### src/rtl/traffic_phase_arbiter.sv
// Demand-actuated green-phase scheduler for a 4-way intersection (N/W/S/E), round-robin with emergency preemption.
// Latency: a decision taken in a cycle takes effect on the next rising edge; lamps decode registered state only.
// Backpressure: none; car requests are latched until served, emergency requests must be held by their source.
module traffic_phase_arbiter #(
  parameter int unsigned MIN_GREEN = 8,
  parameter int unsigned MAX_GREEN = 40,
  parameter int unsigned YELLOW_T  = 4,
  parameter int unsigned ALLRED_T  = 2,
  parameter int unsigned CNT_W     = 8
) (
  input  logic       clk,
  input  logic       rst,
  input  logic [3:0] car_sense,
  input  logic [3:0] emerg_req,
  output logic [2:0] north_light,
  output logic [2:0] west_light,
  output logic [2:0] south_light,
  output logic [2:0] east_light,
  output logic [1:0] active_dir,
  output logic [1:0] phase,
  output logic       preempt_active
);

  typedef enum logic [1:0] {
    ST_ALL_RED = 2'd0,
    ST_GREEN   = 2'd1,
    ST_YELLOW  = 2'd2
  } state_e;

  // Timer values at which each phase may end (timer counts from 0 at entry).
  localparam logic [CNT_W-1:0] ALLRED_LAST = CNT_W'(ALLRED_T - 1);
  localparam logic [CNT_W-1:0] MIN_LAST    = CNT_W'(MIN_GREEN - 1);
  localparam logic [CNT_W-1:0] MAX_LAST    = CNT_W'(MAX_GREEN - 1);
  localparam logic [CNT_W-1:0] YELLOW_LAST = CNT_W'(YELLOW_T - 1);
  localparam logic [CNT_W-1:0] TIMER_SAT   = {CNT_W{1'b1}};

  localparam logic [2:0] LAMP_RED    = 3'b100;
  localparam logic [2:0] LAMP_YELLOW = 3'b010;
  localparam logic [2:0] LAMP_GREEN  = 3'b001;

  state_e           state_q, state_d;
  logic [CNT_W-1:0] timer_q, timer_d;
  logic [3:0]       req_latch_q, req_latch_d;
  logic [1:0]       active_dir_q, active_dir_d;
  logic [1:0]       last_grant_q, last_grant_d;
  logic             preempt_q, preempt_d;

  logic [3:0]       active_mask;
  logic [3:0]       green_mask;
  logic [3:0]       pending;
  logic [3:0]       other_emerg;
  logic [CNT_W-1:0] timer_inc;
  logic [1:0]       emerg_idx;
  logic [1:0]       rr_idx;
  logic [1:0]       rr_cand;
  logic             rr_found;
  logic             grant;
  logic [2:0]       active_lamp;

  // State register: every piece of state, synchronously reset.
  always_ff @(posedge clk) begin
    if (rst) begin
      state_q      <= ST_ALL_RED;
      timer_q      <= '0;
      req_latch_q  <= 4'b0000;
      active_dir_q <= 2'd0;
      last_grant_q <= 2'd3;
      preempt_q    <= 1'b0;
    end else begin
      state_q      <= state_d;
      timer_q      <= timer_d;
      req_latch_q  <= req_latch_d;
      active_dir_q <= active_dir_d;
      last_grant_q <= last_grant_d;
      preempt_q    <= preempt_d;
    end
  end

  // Demand picture: pending requests (active green masked), lowest emergency, round-robin pick.
  always_comb begin
    active_mask = 4'b0001 << active_dir_q;
    green_mask  = (state_q == ST_GREEN) ? active_mask : 4'b0000;
    pending     = (req_latch_q | car_sense) & ~green_mask;
    other_emerg = emerg_req & ~active_mask;
    timer_inc   = (timer_q == TIMER_SAT) ? timer_q : timer_q + 1'b1;

    // Scan downward so the lowest-index requester is the last (winning) assignment.
    emerg_idx = 2'd0;
    for (int i = 3; i >= 0; i--) begin
      if (emerg_req[i]) emerg_idx = 2'(i);
    end

    // Search starts one past the last grant and wraps, so the last grantee is checked last.
    rr_found = 1'b0;
    rr_idx   = last_grant_q;
    rr_cand  = last_grant_q;
    for (int k = 1; k <= 4; k++) begin
      rr_cand = last_grant_q + 2'(k);
      if (!rr_found && pending[rr_cand]) begin
        rr_found = 1'b1;
        rr_idx   = rr_cand;
      end
    end
  end

  // Next-state logic: phase sequencing, timer, grant bookkeeping and request latches.
  always_comb begin
    state_d      = state_q;
    timer_d      = timer_inc;
    active_dir_d = active_dir_q;
    last_grant_d = last_grant_q;
    preempt_d    = preempt_q;
    grant        = 1'b0;

    case (state_q)
      ST_ALL_RED: begin
        if (timer_q >= ALLRED_LAST) begin
          if (|emerg_req) begin
            grant        = 1'b1;
            active_dir_d = emerg_idx;
            preempt_d    = 1'b1;
          end else if (rr_found) begin
            grant        = 1'b1;
            active_dir_d = rr_idx;
            preempt_d    = 1'b0;
          end
        end
        if (grant) begin
          state_d      = ST_GREEN;
          timer_d      = '0;
          last_grant_d = active_dir_d;
        end
      end
      ST_GREEN: begin
        if (|other_emerg) begin
          state_d = ST_YELLOW;
          timer_d = '0;
        end else if (emerg_req[active_dir_q]) begin
          state_d = ST_GREEN;
        end else if ((timer_q >= MIN_LAST) && (|pending) &&
                     (!car_sense[active_dir_q] || (timer_q >= MAX_LAST))) begin
          state_d = ST_YELLOW;
          timer_d = '0;
        end
      end
      ST_YELLOW: begin
        if (timer_q >= YELLOW_LAST) begin
          state_d = ST_ALL_RED;
          timer_d = '0;
        end
      end
      default: begin
        state_d = ST_ALL_RED;
        timer_d = '0;
      end
    endcase

    // Latch arrivals on non-green approaches; the approach being granted drops its latch.
    req_latch_d = req_latch_q | (car_sense & ~green_mask);
    if (grant) req_latch_d = req_latch_d & ~(4'b0001 << active_dir_d);
  end

  // Output decode from registered state only: one lamp bus may be non-red, the rest stay red.
  always_comb begin
    case (state_q)
      ST_GREEN:  active_lamp = LAMP_GREEN;
      ST_YELLOW: active_lamp = LAMP_YELLOW;
      default:   active_lamp = LAMP_RED;
    endcase
    north_light = LAMP_RED;
    west_light  = LAMP_RED;
    south_light = LAMP_RED;
    east_light  = LAMP_RED;
    case (active_dir_q)
      2'd0:    north_light = active_lamp;
      2'd1:    west_light  = active_lamp;
      2'd2:    south_light = active_lamp;
      default: east_light  = active_lamp;
    endcase
    active_dir     = active_dir_q;
    phase          = state_q;
    preempt_active = preempt_q;
  end

endmodule

### config.mk
export PLATFORM = sky130hd
export DESIGN_NAME = traffic_phase_arbiter
export DESIGN_NICKNAME = d
export VERILOG_FILES = /design/src/rtl/traffic_phase_arbiter.sv
export SDC_FILE = /design/constraint.sdc
export NUM_CORES = 1
export LEC_CHECK = 0
export CAP_MARGIN = 10
export CORE_MARGIN = 5
export CORE_UTILIZATION = 52
export DETAILED_ROUTE_END_ITERATION = 12
export PLACE_DENSITY_LB_ADDON = 0.08
export SLEW_MARGIN = 20
export SYNTH_ARGS = -nofsm -noshare
export SYNTH_HDL_FRONTEND = slang
export SYNTH_SLANG_ARGS = --single-unit
### constraint.sdc
create_clock -name clk -period 2.6 [get_ports clk]
set_input_delay 0.26 -clock clk [delete_from_list [all_inputs] [get_ports clk]]
set_output_delay 0.26 -clock clk [all_outputs]
set_load 0.005 [all_outputs]
[Word-level counts from Yosys, hierarchy flattened]
Cells that the tools add are included.
Storage, ports and cells
  output and inout port bits: 17
  input port bits: 10
  bits in registers: 19
Operators by class
  bitwise gates (word level): 9
  $add $sub $neg: 4
  shifts and indexed selects: 2
  mux-type cells: 55
  $lt $le $gt $ge: 9
  reductions and logical operators: 20
  equal/unequal tests: 8
Operators with widths (number)
  $mux W8: 6
  $mux W2: 17
  $pmux W8 S3: 1
  $mux W1: 17
  $and A4 B4 Y4: 4
  $lt A2 B3 Y1 const B: 5
  $bmux W1 S2: 6
  $mux W3: 4
  $not A4 Y4: 3
  $reduce_or A4 Y1: 3
  $add A8 B1 Y8 const B: 1
  $eq A8 B8 Y1 const B: 1
  $ge A8 B1 Y1 const B: 1
  $ge A8 B2 Y1 const B: 1
  $ge A8 B3 Y1 const B: 1
  $ge A8 B6 Y1 const B: 1
  $mux W4: 2
  $or A4 B4 Y4: 2
  $shl A1 B2 Y4 const A: 2
  $pmux W2 S3: 1
  $pmux W3 S2: 1
  $reduce_and A3 Y1: 2
  $logic_and A1 B1 Y1: 5
  $add A2 B2 Y2 const B: 2
  other kinds (11): 18

[Longest topological paths before layout]
  depth in word-level cells: 24
  gate-level depth with buffers: 10

[Least setup slack after synthesis]
Ideal clock, no wire load.
  kind: register to register
  start point: register state_q[1], in the netlist phase[1]
  end point: register timer_q[2]
  path slack: 0.496 ns
  clock period less this slack: 2.104 ns
  stages on the path, launching flop included: 11
  data arrival time: 1.962 ns
  buffers on the path: 1
  path through: dfxtp_1 inv_1 ha_1 nand3b_1 inv_2 nor2_1 nor3_4 o311ai_2 and3_1 buf_6 a2111oi_4
Between the ends
  word-level cells in the longest chain between the ends: 22
  elaborated cells between the ends (all ways): 36
  classes of those cells: 2 x eq/ne; 22 x mux; 2 x bitwise; 10 x reduce/logical
RTL lines
  from (decl): line 41  | state_e state_q, state_d;
  from (signal assigned): line 70  | state_q <= state_d;
  $eq A2 B1 Y1: line 82, 115
  $mux W4: line 82  | green_mask = (state_q == ST_GREEN) ? active_mask : 4'b0000;
  $not A4 Y4: line 83  | pending = (req_latch_q | car_sense) & ~green_mask;
  $and A4 B4 Y4: line 83
  $bmux W1 S2: line 99  | if (!rr_found && pending[rr_cand]) begin
  $mux W1 (implied by the code): line 99
  $mux W1: line 99
  $logic_not A1 Y1: line 99
  (+6 left out)
  $logic_and A1 B1 Y1: line 99
  $mux W1: line 99
  $mux W1: line 122  | end else if (rr_found) begin
  $mux W1: line 118  | if (|emerg_req) begin
  $mux W1: line 117  | if (timer_q >= ALLRED_LAST) begin
  $mux W1: line 115  | case (state_q)
  $mux W8: line 128  | if (grant) begin
  $pmux W8 S3 (*): line 115
  to (signal assigned): line 71  | timer_q <= timer_d;
  to (decl): line 42  | logic [CNT_W-1:0] timer_q, timer_d;
Every way passes the cells marked *; elsewhere a longest branch is shown, timed or not. The select of a mux whose other input is x is not followed.
A chain may end at the register's enable or synchronous reset.

[Worst setup path in the final report]
Same ends and word-level chain as after synthesis.

==> key figures <==
Drt
  • Iter 0 DRT Violations: 150
  • Final wirelength: 3600 um
  • Post-route ant nets: 0
  • DRC errors left: 0
  • Vias: 1427
  • Routed WL per cell: 15.2 um
  • DR pass1 iterations: 4
  • Vias per inst: 6.02

Global route
  • First-pass GRT wire length: 6170 um
  • Initial antenna violation count: 0
  • Met2 Use GR: 27.1%
  • Met1 usage: 26.0%
  • GR Util met3: 2.10%
  • Top Usage Layer GRT: met2
  • Total congestion overflow: 0
  • Vias in the first global route: 1298
  • Largest net degree at the start of global routing: 14
  • Total track usage: 17.7%

Worst setup path
  • CP max FO: 8
  • WS Path Type: flop to flop
  • Slowest stage cell, crit path: dfxtp_1
  • Nature of the critical path endpoint: flop
  • Crit-path cells: inv_1 > ha_1 > nand3b_1 > inv_2 > o22ai_2 > nor3_4 > o311ai_2 > and3_1 > buf_4 > a2111oi_4
  • R2R depth: 10
  • Critical Path RT: 2770 ps
  • Bufs and invs on worst path: 3
  • Reg-to-reg startpoint: phase[1]
  • Stages on the worst setup path: 10
  • Reg-to-reg endpoint: timer_q[2]
  • Crit-path max cell delay: 410 ps
  • CP delay by family, top: compound AO/OA/AOI/OAI gates
  • Startpoint types: flop
  • CP arrival: 2520 ps
  • R2R setup slack: 250 ps

Placement
  • Placement Setup Slack: 231 ps
  • IO buf count: 26
  • DP HPWL: 2910 um
  • GP Congestion: 0.872
  • Placed cell area: 0.00182 mm^2

Floorplanning
  • Core Area: 0.00278 mm^2
  • Die height: 64.2 um
  • Top Ports: 27
  • Initial Util: 54.9%
  • Die area: 0.00412 mm^2
  • Die W: 64.2 um
  • Row cnt: 19

Clock tree
  • Sink Count: 19
  • CTS root buffer: clkbuf_4
  • Longest Clk Path Bufs: 2
  • Clk Latency, worst-skew pair: 290 ps
  • Setup bufs post-CTS: 0
  • CTS Hold Buffers Added: 0
  • CTS resizes: 0
  • H-tree level count: 1
  • Worst-path clk slew: 110 ps
  • CTS tree: built
  • Clock buffer count from CTS: 3

Timing
  • Clk_skew: 2.18 ps
  • Period utilization: 90.6%
  • Max Freq: 425 MHz
  • Final worst setup slack: 245 ps
  • Hold Vio Cnt, Final: 0
  • Setup Total Neg Slack: 0 ps
  • Fin Hold WS: 467 ps
  • Relative slew slack: 71.6%
  • RSZ-0062 raised after global routing: no
  • Fin crit period: 2350 ps
  • Count of pins over their slew limit: 0
  • # setup viols final: 0
  • Slew @ Worst Pin: 420 ps

Yosys
  • Seq/Total Area, Yosys: 24.9%
  • EDFF count, synth: 0
  • Top-area cell type share of the netlist area: 24.9%
  • Yosys cell types: 57
  • Synth area leader: dfxtp_1
  • Synth Cell Area: 0.00153 mm^2
  • Synth top cells by count: dfxtp_1, nor2_1, nand2_1, a21oi_1
  • Number of synthesized register bits: 19
  • Syn Inst Count: 178
  • Mean post-synth cell area: 8.58 um^2
  • Most numerous cell in the Yosys netlist: dfxtp_1
  • Synth Warn #: 0
  • Syn Nets: 196
  • Synth top area cells: dfxtp_1, ha_1, nor2_1
  • Asr flop ratio synth: 0%
  • Most used DFF post-synth: dfxtp_1

Flow run
  • Max Cap Viol: 0

Power
  • PwrDens: 846 mW/mm^2
  • Leakage: 0.000719 uW
  • VDD IR max: 706 uV

Layout
  • Ant diodes: 0
  • # fillers: 263
  • Synth-to-Final Area Change: 21.2%
  • Share of layout cells above drive strength 1: 16.5%
  • Final #Nets: 225
  • Final instance area: 0.00185 mm^2

Min path
  • Hold path depth: 2
  • Min-delay src: preempt_active
  • Hold Path Sink: preempt_active
  • Worst hold-check path type: flop to flop

Status
  • Status: complete, no violations
[cell usage in the layout (no fill, tap or decap), types with 3 or more instances in the layout]
| cell type | netlist | layout |
|---|---|---|
| o21ai_0 | 3 | 3 |
| clkdlybuf4s50_1 | 0 | 26 |
| nand3_1 | 6 | 6 |
| nor2b_1 | 3 | 3 |
| xor2_1 | 3 | 3 |
| nor3_2 | 5 | 5 |
| nor3_1 | 6 | 6 |
| nand3b_1 | 6 | 6 |
| ha_1 | 8 | 8 |
| a21oi_1 | 11 | 11 |
| nand2_1 | 12 | 12 |
| a211oi_2 | 3 | 3 |
| or2_2 | 3 | 3 |
| buf_4 | 0 | 6 |
| dfxtp_1 | 19 | 19 |
| nor2_1 | 17 | 17 |
| and3_1 | 7 | 7 |
| clkbuf_4 | 0 | 3 |
| and2_1 | 3 | 3 |
| o21ai_1 | 3 | 3 |
| inv_1 | 8 | 8 |
[metrics by stage]
step | power, uW | utilization [%] | instances
after floorplan | 1110 | - | 178
after global placement | 1400 | 65.5 | 233
after detailed placement | 1420 | 65.5 | 233
after CTS | 1570 | 66.5 | 237
after global routing | 1700 | 66.5 | 237
final | 1560 | 66.5 | 237
[report_power, final]
group / internal, uW / switching [uW] / total (uW) / leakage, uW
sequential: 366 / 93.7 / 460 / 0.000156
clock: 57.2 / 90.2 / 147 / 0.0000177
combinational: 436 / 522 / 958 / 0.000545
[per-layer routing]
metal,wire length [um],vias to the layer above
met5,0,-
met4,35,0
met3,276,4
met1,1630,656
li1,-,713
met2,1650,54
[worst max path at each step]
stage / slack (ps) / from / end
2_1_floorplan: 500 / phase[1] / timer_q[2]
3_3_place_gp: 280 / car_sense[3] / timer_q[2]
3_5_place_dp: 230 / car_sense[3] / timer_q[2]
4_1_cts: 240 / phase[1] / timer_q[2]
5_1_grt: 60 / phase[1] / timer_q[2]
6_report: 250 / phase[1] / timer_q[2]
[layout make-up]
class / count / area [um^2] / area share (%)
clock buffers: 3 / 22.5 / 1.22
clock inverters: 1 / 5.00 / 0.270
inverters: 10 / 37.5 / 2.03
multi-input cells: 141 / 1060 / 57.3
flip-flops and latches: 19 / 380 / 20.6
well taps: 31 / 38.8 / 2.10
repair buffers: 32 / 305 / 16.5
[sequential cells by signal (all words and copies together), names as in the netlist]
register / cells
req_latch_q: 4
phase: 2
last_grant_q: 2
timer_q: 8
active_dir: 2
preempt_active: 1
[worst register-to-register path, stage by stage, from the launching register on]
cell and delay, ps:
dfxtp_1 410, inv_1 100, ha_1 280, nand3b_1 190
inv_2 80, o22ai_2 280, nor3_4 70, o311ai_2 330
and3_1 220, buf_4 200, a2111oi_4 60
[cell families (layout without fill, tap and decap cells)]
group | count (synthesis) | after routing | synth area share [%]
buf+inv | 18 | 46 | 5.57
mux | 4 | 4 | 4.26
compound gates | 42 | 42 | 23.8
simple gates | 83 | 83 | 32.6
flops | 19 | 19 | 24.9
xor+xnor | 4 | 4 | 2.30
fa+ha+maj | 8 | 8 | 6.56
(Power assumes the default switching activity.)
